### src/rtl/pw_layer_sequencer.sv
// Layer sequencer for a pointwise (1x1) convolution engine: walks pixels and output
// channels, streams channel batches of activations/weights, and ReLU-clamps each result.
module pw_layer_sequencer #(
    parameter int NUM_MACS = 16,
    parameter int CH_W     = 10,
    parameter int PIX_W    = 16
) (
    input  logic                  clock,
    input  logic                  reset,
    input  logic                  go,
    input  logic                  abort,
    input  logic [PIX_W-1:0]      cfg_num_pixels,
    input  logic [CH_W-1:0]       cfg_in_ch,
    input  logic [CH_W-1:0]       cfg_out_ch,
    output logic                  busy,
    output logic                  done,
    output logic                  fm_rd_en,
    output logic [PIX_W-1:0]      fm_rd_pixel,
    output logic [CH_W-1:0]       fm_rd_batch,
    input  logic [NUM_MACS*8-1:0] fm_rd_data,
    output logic                  wt_rd_en,
    output logic [CH_W-1:0]       wt_rd_oc,
    output logic [CH_W-1:0]       wt_rd_batch,
    input  logic [NUM_MACS*8-1:0] wt_rd_data,
    output logic                  pw_start,
    output logic                  pw_load,
    output logic [NUM_MACS*8-1:0] pw_act,
    output logic [NUM_MACS*8-1:0] pw_wt,
    output logic [CH_W-1:0]       pw_in_ch,
    output logic [CH_W-1:0]       pw_out_ch,
    input  logic [31:0]           pw_result,
    input  logic                  pw_valid,
    output logic                  out_valid,
    input  logic                  out_ready,
    output logic [PIX_W-1:0]      out_pixel,
    output logic [CH_W-1:0]       out_oc,
    output logic [7:0]            out_data
);

    typedef enum logic [3:0] {
        IDLE, START, FETCH, CAPT, LOAD, GAP1, GAP2, WAIT_RES, OUTPUT, DONE
    } state_t;

    state_t           state;
    logic [PIX_W-1:0] num_pixels;
    logic [PIX_W-1:0] pixel;
    logic [CH_W-1:0]  in_ch;
    logic [CH_W-1:0]  out_ch;
    logic [CH_W-1:0]  oc;
    logic [CH_W-1:0]  batch;
    logic             cfg_zero;
    logic [31:0]      lane_base;
    logic             last_batch;

    // First channel index covered by the current batch; the pass ends once a batch reaches in_ch.
    assign lane_base  = 32'(batch) * 32'(NUM_MACS);
    assign last_batch = (lane_base + 32'(NUM_MACS)) >= 32'(in_ch);

    always_ff @(posedge clock or negedge reset) begin
        if (!reset) begin
            state      <= IDLE;
            num_pixels <= '0;
            in_ch      <= '0;
            out_ch     <= '0;
            cfg_zero   <= 1'b0;
            pixel      <= '0;
            oc         <= '0;
            batch      <= '0;
            pw_act     <= '0;
            pw_wt      <= '0;
            out_data   <= '0;
        end else if (abort) begin
            state      <= IDLE;
            num_pixels <= '0;
            in_ch      <= '0;
            out_ch     <= '0;
            cfg_zero   <= 1'b0;
            pixel      <= '0;
            oc         <= '0;
            batch      <= '0;
            pw_act     <= '0;
            pw_wt      <= '0;
            out_data   <= '0;
        end else begin
            case (state)
                IDLE: begin
                    if (go) begin
                        num_pixels <= cfg_num_pixels;
                        in_ch      <= cfg_in_ch;
                        out_ch     <= cfg_out_ch;
                        cfg_zero   <= (cfg_num_pixels == '0) || (cfg_in_ch == '0) ||
                                      (cfg_out_ch == '0);
                        pixel      <= '0;
                        oc         <= '0;
                        batch      <= '0;
                        state      <= START;
                    end
                end
                START: begin
                    batch <= '0;
                    state <= cfg_zero ? DONE : FETCH;
                end
                FETCH: state <= CAPT;
                CAPT: begin
                    // Lanes past the last real input channel are zeroed so they add nothing.
                    for (int i = 0; i < NUM_MACS; i++) begin
                        if ((lane_base + 32'(i)) < 32'(in_ch)) begin
                            pw_act[i*8 +: 8] <= fm_rd_data[i*8 +: 8];
                            pw_wt[i*8 +: 8]  <= wt_rd_data[i*8 +: 8];
                        end else begin
                            pw_act[i*8 +: 8] <= 8'h00;
                            pw_wt[i*8 +: 8]  <= 8'h00;
                        end
                    end
                    state <= LOAD;
                end
                LOAD: state <= GAP1;
                GAP1: state <= GAP2;
                GAP2: begin
                    if (last_batch) begin
                        state <= WAIT_RES;
                    end else begin
                        batch <= batch + 1'b1;
                        state <= FETCH;
                    end
                end
                WAIT_RES: begin
                    if (pw_valid) begin
                        if (pw_result[31])
                            out_data <= 8'h00;
                        else if (pw_result > 32'd255)
                            out_data <= 8'hFF;
                        else
                            out_data <= pw_result[7:0];
                        state <= OUTPUT;
                    end
                end
                OUTPUT: begin
                    if (out_ready) begin
                        if (oc != out_ch - 1'b1) begin
                            oc    <= oc + 1'b1;
                            state <= START;
                        end else if (pixel != num_pixels - 1'b1) begin
                            pixel <= pixel + 1'b1;
                            oc    <= '0;
                            state <= START;
                        end else begin
                            state <= DONE;
                        end
                    end
                end
                DONE: begin
                    pixel <= '0;
                    oc    <= '0;
                    batch <= '0;
                    state <= IDLE;
                end
                default: state <= IDLE;
            endcase
        end
    end

    assign busy        = (state != IDLE);
    assign done        = (state == DONE);
    assign pw_start    = (state == START) && !cfg_zero;
    assign fm_rd_en    = (state == FETCH);
    assign wt_rd_en    = (state == FETCH);
    assign pw_load     = (state == LOAD);
    assign out_valid   = (state == OUTPUT);
    assign fm_rd_pixel = pixel;
    assign fm_rd_batch = batch;
    assign wt_rd_oc    = oc;
    assign wt_rd_batch = batch;
    assign out_pixel   = pixel;
    assign out_oc      = oc;
    assign pw_in_ch    = busy ? in_ch : '0;
    assign pw_out_ch   = busy ? CH_W'(1) : '0;

endmodule
### config.mk
export PLATFORM = sky130hd
export DESIGN_NAME = pw_layer_sequencer
export DESIGN_NICKNAME = d
export VERILOG_FILES = /design/src/rtl/pw_layer_sequencer.sv
export SDC_FILE = /design/constraint.sdc
export NUM_CORES = 1
export LEC_CHECK = 0
export BUFFER_PORTS_ARGS = -buffer_cell sky130_fd_sc_hd__buf_2
export CORE_AREA = 2 2 266 268
export DETAILED_ROUTE_END_ITERATION = 12
export DIE_AREA = 0 0 268 270
export REMOVE_ABC_BUFFERS = 1
export SLEW_MARGIN = 5
export SYNTH_ARGS = -nofsm -noshare
export SYNTH_HDL_FRONTEND = slang
export SYNTH_SLANG_ARGS = --single-unit
### constraint.sdc
create_clock -name clock -period 7.55 [get_ports clock]
set_input_delay 1.51 -clock clock [delete_from_list [all_inputs] [get_ports clock]]
set_output_delay 1.51 -clock clock [all_outputs]
set_load 0.02 [all_outputs]
# Yosys cells after proc, flatten, opt, wreduce, memory -nomap -nowiden
# Cells that the tools add are included.
[op_classes]
mux = 79
reduce_logical = 23
magnitude_cmp = 18
eq_ne = 18
addsub = 21
[op_table]
columns = ["operator", "count"]
rows = [
  ["$mux W128", 4],
  ["$mux W8", 37],
  ["$lt A15 B10 Y1", 15],
  ["$mux W10", 14],
  ["$mux W16", 8],
  ["$add A14 B4 Y15 const B", 8],
  ["$add A14 B3 Y15 const B", 4],
  ["$pmux W10 S3", 2],
  ["$pmux W16 S3", 1],
  ["$pmux W4 S9", 1],
  ["$gt A32 B8 Y1 const B", 1],
  ["$add A14 B2 Y15 const B", 2],
  ["$mux W4", 7],
  ["$add A10 B1 Y10 const B", 2],
  ["$logic_not A10 Y1", 2],
  ["$add A16 B1 Y16 const B", 1],
  ["$eq A4 B3 Y1 const B", 4],
  ["$logic_not A16 Y1", 1],
  ["$ne A16 B16 Y1", 1],
  ["$sub A16 B1 Y16 const B", 1],
  ["$add A14 B1 Y15 const B", 1],
  ["$add A14 B5 Y15 const B", 1],
  ["$ge A15 B10 Y1", 1],
  ["$lt A14 B10 Y1", 1],
  ["21 further kinds", 39],
]
[word_totals]
wordCells = 170
output_inout_bits = 363
ff_bits = 341
input_bits = 330

# Longest topological paths before layout
[depth]
ltp_word = 7
depth_mapped = 12
depth_no_buf = 11

# Least setup slack after synthesis
# OpenSTA, ideal clock, no wires.
[synth_timing]
path_kind = "reg-to-output"
start = "reg state[3]"
end = "out pw_in_ch[0]"
path_stages_with_launch = 6
arrival_time_ns = 1.631
n_path_buf = 1
required_time_ns = 6.040
slack_ns = 4.409
path_cell_list = "dfrtp_1 or2_2 nor3_1 clkbuf_1 inv_1 and2_1"
[synth_via]
elab_chain_cells = 2
[synth_lines]
columns = ["element", "line", "text"]
rows = [
  ["start, declared", "44", "state_t state;"],
  ["start signal, assigned", "101", "state <= cfg_zero ? DONE : FETCH;"],
  ["$reduce_bool A4 Y1", "163", "assign busy = (state != IDLE);"],
  ["named net busy", "15", "output logic busy,"],
  ["$mux W10", "176", "assign pw_in_ch = busy ? in_ch : '0;"],
  ["end, declared", "29", "output logic [CH_W-1:0] pw_in_ch,"],
]
# The timed path passes the listed nets, and every way through them passes these cells.

# Worst setup path in the final report
[layout_timing]
start = "reg state[3]"
end = "out pw_in_ch[0]"
[layout_via]
elab_chain_cells = 2
[layout_lines]
columns = ["element", "line"]
rows = [
  ["$reduce_bool A4 Y1", "163"],
  ["$mux W10", "176"],
]
# Every way passes these cells.

==> impl_metrics.sql <==
INSERT INTO impl_metrics (metric_group, metric, value, unit) VALUES
('clock_tree', 'cts-resized-gates', '0', ''),
('global_routing', 'grt_overflow_total', '0', ''),
('synthesis', 'post_synth.cell_area_avg', '11.8', 'sq um'),
('global_routing', 'global_route.usage.total', '0.151', ''),
('power', 'leakagePower', '11.0', 'nW'),
('power', 'powerDensity', '260', 'nW/um^2'),
('timing', 'worst_hold_slack', '0.477', 'ns'),
('setup_path', 'cp_slowest_stage_delay', '0.51', 'ns'),
('run', 'max_cap_viol_count', '0', ''),
('timing', 'final_critical_path_setup_slack', '3.26', 'ns'),
('timing', 'fin_tns_setup', '0', 'ns'),
('clock_tree', 'htreeDepth', '2', ''),
('timing', 'clock_skew', '0.0261', 'ns'),
('placed_design', 'place_congestion', '0.931', ''),
('worst_hold_path', 'holdCritPathClass', 'flip-flop to flip-flop', ''),
('synthesis', 'syn_inst_count', '1295', ''),
('floorplanning', 'core.rowCount', '97', ''),
('timing', 'worst-slew-pin-transition', '1.14', 'ns'),
('timing', 'layout_worst_path_cycle_share', '0.568', ''),
('timing', 'setup_viol', '0', ''),
('routing', 'route.vias.total', '13564', ''),
('routing', 'detailedRoute.firstIterationViolations', '841', ''),
('setup_path', 'worstRegToRegCells', '10', ''),
('routing', 'antenna_violating_nets_post_route', '0', ''),
('worst_hold_path', 'timing.hold.worst_path_depth', '2', ''),
('routing', 'met2_length', '27200', 'um'),
('routing', 'met1_length', '23700', 'um'),
('floorplanning', 'chipHeight', '270', 'um'),
('clock_tree', 'number_of_buffers_on_the_longest_clock_path', '3', ''),
('clock_tree', 'clk_latency', '0.56', 'ns'),
('global_routing', 'initial_antenna_violation_count', '13', ''),
('setup_path', 'crit_slowest_cell', 'sky130_fd_sc_hd__dfrtp_1', ''),
('synthesis', 'yosys_register_bits', '341', ''),
('synthesis', 'post_synthesis_cell_area', '15300', 'sq um'),
('power', 'irDropWorstVdd', '0.130', 'mV'),
('routing', 'routed_via_density', '4.69', ''),
('synthesis', 'number_of_flops_mapped_to_enable_cells_by_yosys', '0', ''),
('cells_and_area', 'layout_common_cells', 'sky130_fd_sc_hd__buf_2 (682), sky130_fd_sc_hd__dfrtp_1 (341), sky130_fd_sc_hd__a22o_1 (296), sky130_fd_sc_hd__nand2_1 (58), sky130_fd_sc_hd__nor2_1 (53)', ''),
('routing', 'met3RoutedLength', '4660', 'um'),
('routing', 'drc_errors', '0', ''),
('floorplanning', 'fp.dieArea', '72400', 'sq um'),
('synthesis', 'synth_seq_area_share', '0.559', ''),
('synthesis', 'synth-main-ff-cell', 'sky130_fd_sc_hd__dfrtp_1', ''),
('routing', 'drt_first_pass_iters', '5', ''),
('clock_tree', 'clock_sinks', '341', ''),
('routing', 'highest-signal-layer', 'met5', ''),
('cells_and_area', 'mostFrequentLayoutCell', 'sky130_fd_sc_hd__buf_2', ''),
('routing', 'detail_route.wl_per_cell', '19.9', 'um'),
('global_routing', 'grt_max_degree', '183', ''),
('floorplanning', 'die-width', '268', 'um'),
('timing', 'setup_repair_after_global_routing_missed_its_margin', 'no', ''),
('outcome', 'outcome', 'completed', ''),
('synthesis', 'synth_async_sr_flop_share', '1.00', ''),
('clock_tree', 'ctsHoldBuffers', '0', ''),
('setup_path', 'worstPathCellList', 'or2_2 > nor3_2 > inv_1 > and2_1 > buf_2', ''),
('setup_path', 'path_max_fanout', '14', ''),
('cells_and_area', 'areaGrowthSynthToFinish', '36.2', '%'),
('setup_path', 'worst_ep_arrival', '2.78', 'ns'),
('placed_design', 'dp.final_hpwl', '43700', 'um'),
('synthesis', 'synthesis_warnings', '0', ''),
('clock_tree', 'cts_tree', 'built', ''),
('synthesis', 'synthDistinctLibCells', '74', ''),
('timing', 'timing.max_slew.rel_slack', '0.236', ''),
('floorplanning', 'floorplan.core_area', '69500', 'sq um'),
('clock_tree', 'clk_root_buffer_cell', 'sky130_fd_sc_hd__clkbuf_16', ''),
('timing', 'final_min_period', '4.29', 'ns'),
('floorplanning', 'io-pin-count', '693', ''),
('setup_path', 'worst_ep_required_time', '6.04', 'ns'),
('cells_and_area', 'final_core_util', '0.299', ''),
('setup_path', 'timing.setup.critical_path_class', 'flip-flop to primary output', ''),
('setup_path', 'startpoint_type', 'flip-flop', '');
[metal layers]
layer / global-route usage / vias to the layer above
met2: 0.247 / 621
li1: - / 6111
met3: 0.0465 / 114
met1: 0.183 / 6706
met4: 0.0626 / 12
met5: 0 / -
[flip-flops by register name, summed over array words and instances (netlist names)]
name / count
pw_act: 128
cfg_zero: 1
fm_rd_pixel: 16
pw_wt: 128
out_ch: 10
fm_rd_batch: 10
num_pixels: 16
state: 4
in_ch: 10
out_oc: 10
out_data: 8
[synth_stat cells (5+ instances only)]
cell | count | area share
sky130_fd_sc_hd__a21o_1 | 7 | 0.0034
sky130_fd_sc_hd__a21oi_1 | 31 | 0.010
sky130_fd_sc_hd__a21oi_4 | 7 | 0.0075
sky130_fd_sc_hd__a22o_1 | 296 | 0.17
sky130_fd_sc_hd__a31oi_1 | 10 | 0.0041
sky130_fd_sc_hd__and2_1 | 6 | 0.0025
sky130_fd_sc_hd__and3_1 | 13 | 0.0053
sky130_fd_sc_hd__buf_2 | 8 | 0.0026
sky130_fd_sc_hd__buf_4 | 48 | 0.024
sky130_fd_sc_hd__buf_6 | 10 | 0.0074
sky130_fd_sc_hd__clkbuf_1 | 64 | 0.016
sky130_fd_sc_hd__dfrtp_1 | 341 | 0.56
sky130_fd_sc_hd__ha_1 | 18 | 0.015
sky130_fd_sc_hd__inv_1 | 24 | 0.0059
sky130_fd_sc_hd__nand2_1 | 58 | 0.014
sky130_fd_sc_hd__nand2b_1 | 12 | 0.0049
sky130_fd_sc_hd__nand3_1 | 36 | 0.012
sky130_fd_sc_hd__nand3b_1 | 7 | 0.0034
sky130_fd_sc_hd__nand4_1 | 11 | 0.0045
sky130_fd_sc_hd__nor2_1 | 53 | 0.013
sky130_fd_sc_hd__nor2b_1 | 13 | 0.0053
sky130_fd_sc_hd__nor3_1 | 20 | 0.0066
sky130_fd_sc_hd__nor4_1 | 22 | 0.0090
sky130_fd_sc_hd__o211ai_1 | 26 | 0.013
sky130_fd_sc_hd__o21ai_0 | 20 | 0.0066
sky130_fd_sc_hd__or2_2 | 5 | 0.0020
sky130_fd_sc_hd__or3_1 | 13 | 0.0053
sky130_fd_sc_hd__or4_1 | 14 | 0.0069
sky130_fd_sc_hd__xnor2_1 | 22 | 0.013
sky130_fd_sc_hd__xor2_1 | 11 | 0.0063
[worst max-delay path, delay by kind of cell (launching register included)]
family	cells	cell delay (ns)
AND/OR/NAND/NOR	3	1.12
buffers and inverters	2	0.59
flip-flops	1	0.51
[power by group]
group	total [mW]	switching (mW)	internal, mW
clock	2.06	0.809	1.25
combinational	1.25	0.800	0.446
sequential	2.11	0.146	1.97
[logic make-up (layout without fill, tap and decap cells)]
group | Yosys count | after routing | synth area share
XOR/XNOR | 33 | 33 | 0.0189
other | 1 | 16 | 0.000246
adder cells (fa/ha/maj) | 18 | 18 | 0.0148
AO/OA/AOI/OAI | 434 | 434 | 0.238
AND/OR/NAND/NOR | 305 | 305 | 0.109
flip-flops | 341 | 341 | 0.559
buffers and inverters | 157 | 801 | 0.0561
multiplexers | 6 | 6 | 0.00418
[worst paths after layout]
path | from | endpoint | slack, ns
setup / recovery | state[3]$_DFFE_PN0P_ | pw_in_ch[0] | 3.26
hold / removal | out_data[6]$_DFFE_PN0P_ | out_data[6]$_DFFE_PN0P_ | 0.48
setup reg to reg | fm_rd_batch[0]$_DFFE_PN0P_ | fm_rd_batch[5]$_DFFE_PN0P_ | 3.82
hold reg to reg | out_data[6]$_DFFE_PN0P_ | out_data[6]$_DFFE_PN0P_ | 0.48
max in group asynchronous | reset | pw_act[75]$_DFFE_PN0P_ | 5.40
min in group asynchronous | reset | out_ch[0]$_DFFE_PN0P_ | 0.91
[cell type report]
cell class	instances	area (sq um)	area share
antenna	7	17.5	0.000843
clock buffer	60	1200	0.0577
clock inverter	17	216	0.0104
inverter	24	90.1	0.00433
multi-input combinational	805	5970	0.287
sequential	341	8530	0.410
tap	940	1180	0.0566
timing repair buffer	700	3590	0.173
[stage by stage]
step           cells  instance area (sq um)
2_1_floorplan   1170                  14500
3_3_place_gp    2810                  19400
3_5_place_dp    2810                  19400
4_1_cts         2887                  20800
5_1_grt         2891                  20800
6_report        2894                  20800
Note: power is estimated with default switching activity, not from simulation.
